`src/rtl/display_pkg.sv`:
```
// Shared display constants: ASCII codes, active-low 7-segment glyphs (bit 6 = g ... bit 0 = a)
// and the scroll controller state encoding.
package display_pkg;

  localparam int unsigned CHAR_W = 8;
  localparam int unsigned SEG_W  = 7;
  localparam int unsigned NUM_HEX = 6;

  localparam logic [CHAR_W-1:0] CH_A = 8'd65;
  localparam logic [CHAR_W-1:0] CH_b = 8'd98;
  localparam logic [CHAR_W-1:0] CH_C = 8'd67;
  localparam logic [CHAR_W-1:0] CH_d = 8'd100;
  localparam logic [CHAR_W-1:0] CH_E = 8'd69;
  localparam logic [CHAR_W-1:0] CH_F = 8'd70;
  localparam logic [CHAR_W-1:0] CH_g = 8'd103;
  localparam logic [CHAR_W-1:0] CH_h = 8'd104;

  localparam logic [SEG_W-1:0] SEG_A     = 7'h08;
  localparam logic [SEG_W-1:0] SEG_B     = 7'h03;
  localparam logic [SEG_W-1:0] SEG_C     = 7'h46;
  localparam logic [SEG_W-1:0] SEG_D     = 7'h21;
  localparam logic [SEG_W-1:0] SEG_E     = 7'h06;
  localparam logic [SEG_W-1:0] SEG_F     = 7'h0E;
  localparam logic [SEG_W-1:0] SEG_G     = 7'h10;
  localparam logic [SEG_W-1:0] SEG_H     = 7'h0B;
  localparam logic [SEG_W-1:0] SEG_BLANK = 7'h7F;

  typedef enum logic [1:0] {
    IDLE    = 2'd0,
    FETCH   = 2'd1,
    CAPTURE = 2'd2,
    SHIFT   = 2'd3
  } scroll_state_t;

endpackage

```
`src/rtl/hex_scroll_ctrl_if.sv`:
```
// Message-memory read port: controller drives the address, memory returns the
// character one cycle later.
interface hex_scroll_ctrl_if #(
  parameter int unsigned ADDR_W = 5
);
  logic [ADDR_W-1:0] mem_addr;
  logic [7:0]        mem_data;

  modport master (output mem_addr, input mem_data);
  modport slave  (input mem_addr, output mem_data);
endinterface

```
`src/rtl/char_to_seg.sv`:
```
// Combinational ASCII to active-low 7-segment decoder; unknown codes blank.
module char_to_seg
  import display_pkg::*;
(
  input  logic [CHAR_W-1:0] char_code,
  output logic [SEG_W-1:0]  seg_c
);

  always_comb begin
    seg_c = SEG_BLANK;
    case (char_code)
      CH_A:    seg_c = SEG_A;
      CH_b:    seg_c = SEG_B;
      CH_C:    seg_c = SEG_C;
      CH_d:    seg_c = SEG_D;
      CH_E:    seg_c = SEG_E;
      CH_F:    seg_c = SEG_F;
      CH_g:    seg_c = SEG_G;
      CH_h:    seg_c = SEG_H;
      default: seg_c = SEG_BLANK;
    endcase
  end

endmodule

```
`src/rtl/hex_scroll_ctrl.sv`:
```
// Scroll controller: walks the message memory and shifts decoded characters
// right-to-left across six displays, on a periodic tick (run) or single step.
module hex_scroll_ctrl
  import display_pkg::*;
#(
  parameter int unsigned TICK_DIV = 50_000_000,
  parameter int unsigned MSG_LEN  = 8,
  parameter int unsigned ADDR_W   = 5
) (
  input  logic              Clock,
  input  logic              Resetn,
  input  logic              run,
  input  logic              step,
  hex_scroll_ctrl_if.master mem,
  output logic [SEG_W-1:0]  HEX0,
  output logic [SEG_W-1:0]  HEX1,
  output logic [SEG_W-1:0]  HEX2,
  output logic [SEG_W-1:0]  HEX3,
  output logic [SEG_W-1:0]  HEX4,
  output logic [SEG_W-1:0]  HEX5,
  output logic              busy,
  output logic              wrap
);

  localparam int unsigned CNT_W = (TICK_DIV > 1) ? $clog2(TICK_DIV) : 1;
  localparam logic [CNT_W-1:0]  CNT_LAST  = CNT_W'(TICK_DIV - 1);
  localparam logic [ADDR_W-1:0] ADDR_LAST = ADDR_W'(MSG_LEN - 1);

  scroll_state_t                  state;
  logic [CNT_W-1:0]               tick_cnt;
  logic                           tick_c;
  logic [ADDR_W-1:0]              addr_q;
  logic [CHAR_W-1:0]              char_q;
  logic [SEG_W-1:0]               seg_c;
  logic [NUM_HEX-1:0][SEG_W-1:0]  hex_q;

  // Free-running scroll timer, held at zero while stopped
  assign tick_c = run && (tick_cnt == CNT_LAST);

  always_ff @(posedge Clock or negedge Resetn) begin
    if (!Resetn) begin
      tick_cnt <= '0;
    end else if (!run) begin
      tick_cnt <= '0;
    end else if (tick_cnt == CNT_LAST) begin
      tick_cnt <= '0;
    end else begin
      tick_cnt <= tick_cnt + CNT_W'(1);
    end
  end

  char_to_seg u_char_to_seg (
    .char_code (char_q),
    .seg_c     (seg_c)
  );

  // Fetch/capture/shift sequencer with address counter and display shift register
  always_ff @(posedge Clock or negedge Resetn) begin
    if (!Resetn) begin
      state  <= IDLE;
      addr_q <= '0;
      char_q <= '0;
      hex_q  <= {NUM_HEX{SEG_BLANK}};
      busy   <= 1'b0;
      wrap   <= 1'b0;
    end else begin
      wrap <= 1'b0;
      case (state)
        IDLE: begin
          // step only counts while stopped; with run high the tick owns the sequencer
          if (tick_c || (step && !run)) begin
            state <= FETCH;
            busy  <= 1'b1;
          end
        end
        FETCH: begin
          state <= CAPTURE;
        end
        CAPTURE: begin
          char_q <= mem.mem_data;
          state  <= SHIFT;
        end
        SHIFT: begin
          hex_q  <= {hex_q[NUM_HEX-2:0], seg_c};
          addr_q <= (addr_q == ADDR_LAST) ? '0 : addr_q + ADDR_W'(1);
          wrap   <= (addr_q == ADDR_LAST);
          busy   <= 1'b0;
          state  <= IDLE;
        end
        default: begin
          state <= IDLE;
          busy  <= 1'b0;
        end
      endcase
    end
  end

  assign mem.mem_addr = addr_q;
  assign HEX0 = hex_q[0];
  assign HEX1 = hex_q[1];
  assign HEX2 = hex_q[2];
  assign HEX3 = hex_q[3];
  assign HEX4 = hex_q[4];
  assign HEX5 = hex_q[5];

endmodule

```
`src/flat_wrapper.sv`:
```
// flat-port wrapper written by rule: the top's interface ports become plain ports
module hex_scroll_ctrl_flat import display_pkg::*;
#(
  parameter int unsigned TICK_DIV = 50_000_000,
  parameter int unsigned MSG_LEN  = 8,
  parameter int unsigned ADDR_W   = 5
)
  (Clock, Resetn, run, step, HEX0, HEX1, HEX2, HEX3, HEX4, HEX5, busy, wrap, mem_mem_addr, mem_mem_data);
  hex_scroll_ctrl_if #(.ADDR_W(ADDR_W)) mem_i ();
  input  logic Clock;
  input  logic Resetn;
  input  logic run;
  input  logic step;
  output logic [SEG_W-1:0] HEX0;
  output logic [SEG_W-1:0] HEX1;
  output logic [SEG_W-1:0] HEX2;
  output logic [SEG_W-1:0] HEX3;
  output logic [SEG_W-1:0] HEX4;
  output logic [SEG_W-1:0] HEX5;
  output logic busy;
  output logic wrap;
  output wire logic [$bits(mem_i.mem_addr)-1:0] mem_mem_addr;
  input wire logic [$bits(mem_i.mem_data)-1:0] mem_mem_data;
  assign mem_mem_addr = mem_i.mem_addr;
  assign mem_i.mem_data = mem_mem_data;
  hex_scroll_ctrl #(.TICK_DIV(TICK_DIV), .MSG_LEN(MSG_LEN), .ADDR_W(ADDR_W)) u_core (.Clock(Clock), .Resetn(Resetn), .run(run), .step(step), .mem(mem_i), .HEX0(HEX0), .HEX1(HEX1), .HEX2(HEX2), .HEX3(HEX3), .HEX4(HEX4), .HEX5(HEX5), .busy(busy), .wrap(wrap));
endmodule
```
`config.mk`:
```
export PLATFORM = sky130hd
export DESIGN_NAME = hex_scroll_ctrl_flat
export DESIGN_NICKNAME = d
export VERILOG_FILES = /design/src/rtl/display_pkg.sv /design/src/rtl/hex_scroll_ctrl_if.sv /design/src/rtl/char_to_seg.sv /design/src/rtl/hex_scroll_ctrl.sv /design/src/flat_wrapper.sv
export SDC_FILE = /design/constraint.sdc
export NUM_CORES = 1
export LEC_CHECK = 0
export ABC_AREA = 1
export BUFFER_PORTS_ARGS = -buffer_cell sky130_fd_sc_hd__buf_4
export CAP_MARGIN = 15
export CORE_ASPECT_RATIO = 1.75
export CORE_UTILIZATION = 40
export DETAILED_ROUTE_END_ITERATION = 8
export PLACE_DENSITY = 0.64
export SYNTH_ARGS = -nofsm -noshare
export SYNTH_HDL_FRONTEND = slang
export SYNTH_HIERARCHICAL = 1
export SYNTH_SLANG_ARGS = --single-unit
```
`constraint.sdc`:
```
create_clock -name Clock -period 2.19 [get_ports Clock]
set_input_delay 0.1095 -clock Clock [delete_from_list [all_inputs] [get_ports Clock]]
set_output_delay 0.1095 -clock Clock [all_outputs]
set_load 0.02 [all_outputs]
```
==> summary.md <==
| Metric | Value |
|---|---|
| Die width | `79.1 um` |
| Final Net Count | `600` |
| Shortest period the worst path allows | `1.61 ns` |
| Root Buffer | `clkbuf_16` |
| Master of the slowest instance on the critical path | `dfrtp_1` |
| Worst hold slack | `0.0153 ns` |
| Data arrival time of the critical path | `1.83 ns` |
| Tot GR Track Use | `0.183` |
| Clock latency on the worst-skew pair | `0.34 ns` |
| Peak per-stage delay on the critical path | `0.38 ns` |
| Power after layout | `6.44 mW` |
| Number of register bits inferred by synthesis | `85` |
| Final setup violation count | `0` |
| Number of buffers on the longest clock path | `2` |
| Fraction of the mapped netlist area in compound gates | `0.0394` |
| Startpoint Class | `flop` |
| Initial antenna violation count | `0` |
| Cell-by-cell listing of the critical path | `ha_1 -> nand2_2 -> nor2_4 -> nand2_2 -> nor3_1 -> nand4_1 -> nor2_1 -> nor2_1` |
| Area Growth Syn to Fin | `22.9%` |
| Worst slew slack as a fraction of its limit | `0.581` |
| DP Worst Slack | `0.586 ns` |
| Setup skew after layout | `0.00417 ns` |
| Initial DRC count | `254` |
| Final worst setup slack | `0.581 ns` |
| Antenna diode count | `0` |
| Synthesized-area fraction occupied by xor and xnor cells | `0.0147` |
| Top cell family by delay on the critical path | `simple AND/OR/NAND/NOR gates` |
| Synth Area in Adders | `0.0180` |
| Dominant combinational cell family by area after synthesis | `simple AND/OR/NAND/NOR gates` |
| Post-route DRC violation count | `0` |
| Post-cts hold buffer count | `8` |
| Fraction of synthesized area in multiplexers | `0.0216` |
| Hold violation count in the final report | `0` |
| Number of global-route vias before repair | `3152` |
| Power per Cell Area | `1260 nW/um^2` |
| Routed wire length | `9320 um` |
| Portion of synthesized cell area occupied by the leading cell type | `0.265` |
| TritonCTS sink count | `85` |
| Largest fanout of any net on the critical path | `4` |
| Wire length per cell | `13.1 um` |
| Unrepaired setup endpoints after global routing | `no` |
| List of most frequent post-synthesis cells | `nand2_1, nor2_1, dfrtp_1, dfstp_2, inv_1` |
| Placer's final routability congestion estimate | `0.900` |
| Full die area | `10800 sq um` |
| Total CTS buffers | `9` |
| Maximum number of pins on one net before global-route repair | `48` |
| Core Box Area | `9970 sq um` |
| Post-detailed-route count of antenna-violating nets | `0` |
| Prevailing post-synth register cell | `dfrtp_1` |
| CTS clock-pin slew for the worst setup and hold paths | `0.06 ns` |
| Total grt overflow | `0` |
| Number of warnings issued by yosys | `6` |
| Slew of the pin with the lowest slew margin | `0.628 ns` |
| Run status | `completed` |
| Die height | `137 um` |
| 1st-pass router iterations | `4` |
| Cell types with the largest area share after synthesis | `dfstp_2, dfrtp_1, nand2_1, nor2_1, inv_1` |
| Max Clk Rate | `622 MHz` |
| First-pass GRT wire length | `15100 um` |
| FFs w/ async S/R, synth | `1.00` |
| Post-synthesis simple-gate area fraction | `0.331` |
| Drt via density | `4.83` |
| Count of flip-flops with a built-in enable after synthesis | `0` |
| Library cell with the highest instance count after synthesis | `nand2_1` |
| Crit Path Class | `reg2reg` |
| Kind of path behind the tightest hold check | `in2reg` |
| Number of standard-cell rows in the floorplan | `48` |
| Number of pins with negative max-slew slack in the final report | `0` |
| Number of H-tree branching levels | `3` |
| Data required time at the worst endpoint | `2.42 ns` |
| Clock tree from TritonCTS | `built` |
| Routed vias | `3442` |
| Detailed Place HPWL | `6660 um` |
| Proportion of layout cells with a drive suffix above 1 | `0.279` |
| Buffering stage count on the worst path with inverters included | `0` |
| Ratio of final minimum period to clock period | `0.734` |
| Syn Inst Count | `511` |
| Total standard cell area after synthesis | `4160 sq um` |
| Cts repair resizes | `0` |
| Post-synth cell types | `31` |
| Number of setup buffers added after CTS | `0` |
| Count of pins on the block boundary | `61` |
| Sort of element at the end of the critical path | `flop` |
| Synth area leader | `dfstp_2` |
| Max_cap viols | `0` |
| Starting Density | `0.418` |
| Largest voltage drop on the vdd net | `0.000710 V` |
| Mean instance size in the synthesized netlist | `8.15 sq um` |
| Layout Utilization | `0.513` |
| Net Count, Synth | `529` |
| Sequential area share after synthesis | `0.523` |
| Number of I/O port buffers | `60` |
| Pleak | `2.42 nW` |
| Final TNS setup | `0 ns` |
worst paths after layout:
path	start	to	slack, ns	cells after the start
worst max-delay path	u_core/tick_cnt[0]$_DFF_PN0_	u_core/tick_cnt[22]$_DFF_PN0_	0.58	8
worst min register to register	u_core/HEX5[2]$_DFFE_PN1P_	u_core/HEX5[2]$_DFFE_PN1P_	0.46	2
min in group asynchronous	Resetn	u_core/char_q[1]$_DFFE_PN0P_	0.33	2
max in group asynchronous	Resetn	u_core/HEX3[6]$_DFFE_PN1P_	1.18	3
worst max register to register	u_core/tick_cnt[0]$_DFF_PN0_	u_core/tick_cnt[22]$_DFF_PN0_	0.58	8
worst min-delay path	mem_mem_data[5]	u_core/char_q[5]$_DFFE_PN0P_	0.02	2
metrics by stage:
| step | cell area, sq um | cells |
|---|---|---|
| final | 5120 | 712 |
| after global routing | 5120 | 712 |
| after CTS | 5120 | 712 |
| after detailed placement | 4760 | 688 |
| after global placement | 4760 | 688 |
| after floorplan | 4160 | 511 |
power by group:
part / internal [mW] / switching, mW
registers: 2.27 / 0.366
logic: 0.934 / 1.46
clock network: 0.802 / 0.612
total: 4.01 / 2.43
per-layer routing:
layer,share of wire,vias to the layer above,wire length (um),track usage
met2,0.56,69,5180,0.329
met4,0.017,0,154,0.0818
met5,0,-,0,0
met1,0.40,1636,3730,0.207
met3,0.028,13,261,0.0327
li1,-,1724,-,-
state kept, by name (all words and copies together), names as in the netlist:
| name | cells |
|---|---|
| u_core/char_q | 8 |
| u_core/mem.mem_addr | 5 |
| u_core/state | 2 |
| u_core/HEX4 | 7 |
| u_core/HEX1 | 7 |
| u_core/HEX2 | 7 |
| u_core/HEX5 | 7 |
| u_core/HEX0 | 7 |
| u_core/HEX3 | 7 |
| u_core/wrap | 1 |
| u_core/busy | 1 |
| u_core/tick_cnt | 26 |
area by class of cell:
cell class,count,area (sq um)
tap,125,156
multi-input combinational,370,1770
sequential,85,2180
clock buffer,11,243
fill,1001,4850
inverter,45,169
timing repair buffer,71,566
clock inverter,5,33.8
layout by cell type, fill, tap and decap left out, types with 2 or more instances in the layout:
| master | n |
|---|---|
| nand4_1 | 6 |
| dfstp_2 | 42 |
| nand2_2 | 11 |
| clkbuf_16 | 9 |
| buf_4 | 62 |
| inv_2 | 4 |
| o21ai_2 | 4 |
| xor2_1 | 6 |
| dfrtp_1 | 43 |
| nand3_1 | 16 |
| nor2_1 | 54 |
| mux2_2 | 8 |
| a21oi_1 | 13 |
| o21ai_0 | 4 |
| nor3_1 | 13 |
| dlygate4sd3_1 | 8 |
| inv_1 | 40 |
| nand2_1 | 201 |
| nor2_4 | 7 |
| nor3b_1 | 3 |
| o21ai_1 | 6 |
| clkinv_2 | 2 |
| ha_1 | 5 |
| or2_2 | 2 |
| nor2_2 | 4 |
cells by family after synthesis:
| kind of cell | count (synthesis) |
|---|---|
| AOI/OAI and AO/OA | 29 |
| xor gates and xnor gates | 7 |
| adders and majority gates | 6 |
| buffers and inverters | 56 |
| DFF | 85 |
| muxes | 8 |
| and+or+nand+nor | 320 |
Note: power is estimated with default switching activity, not from simulation.
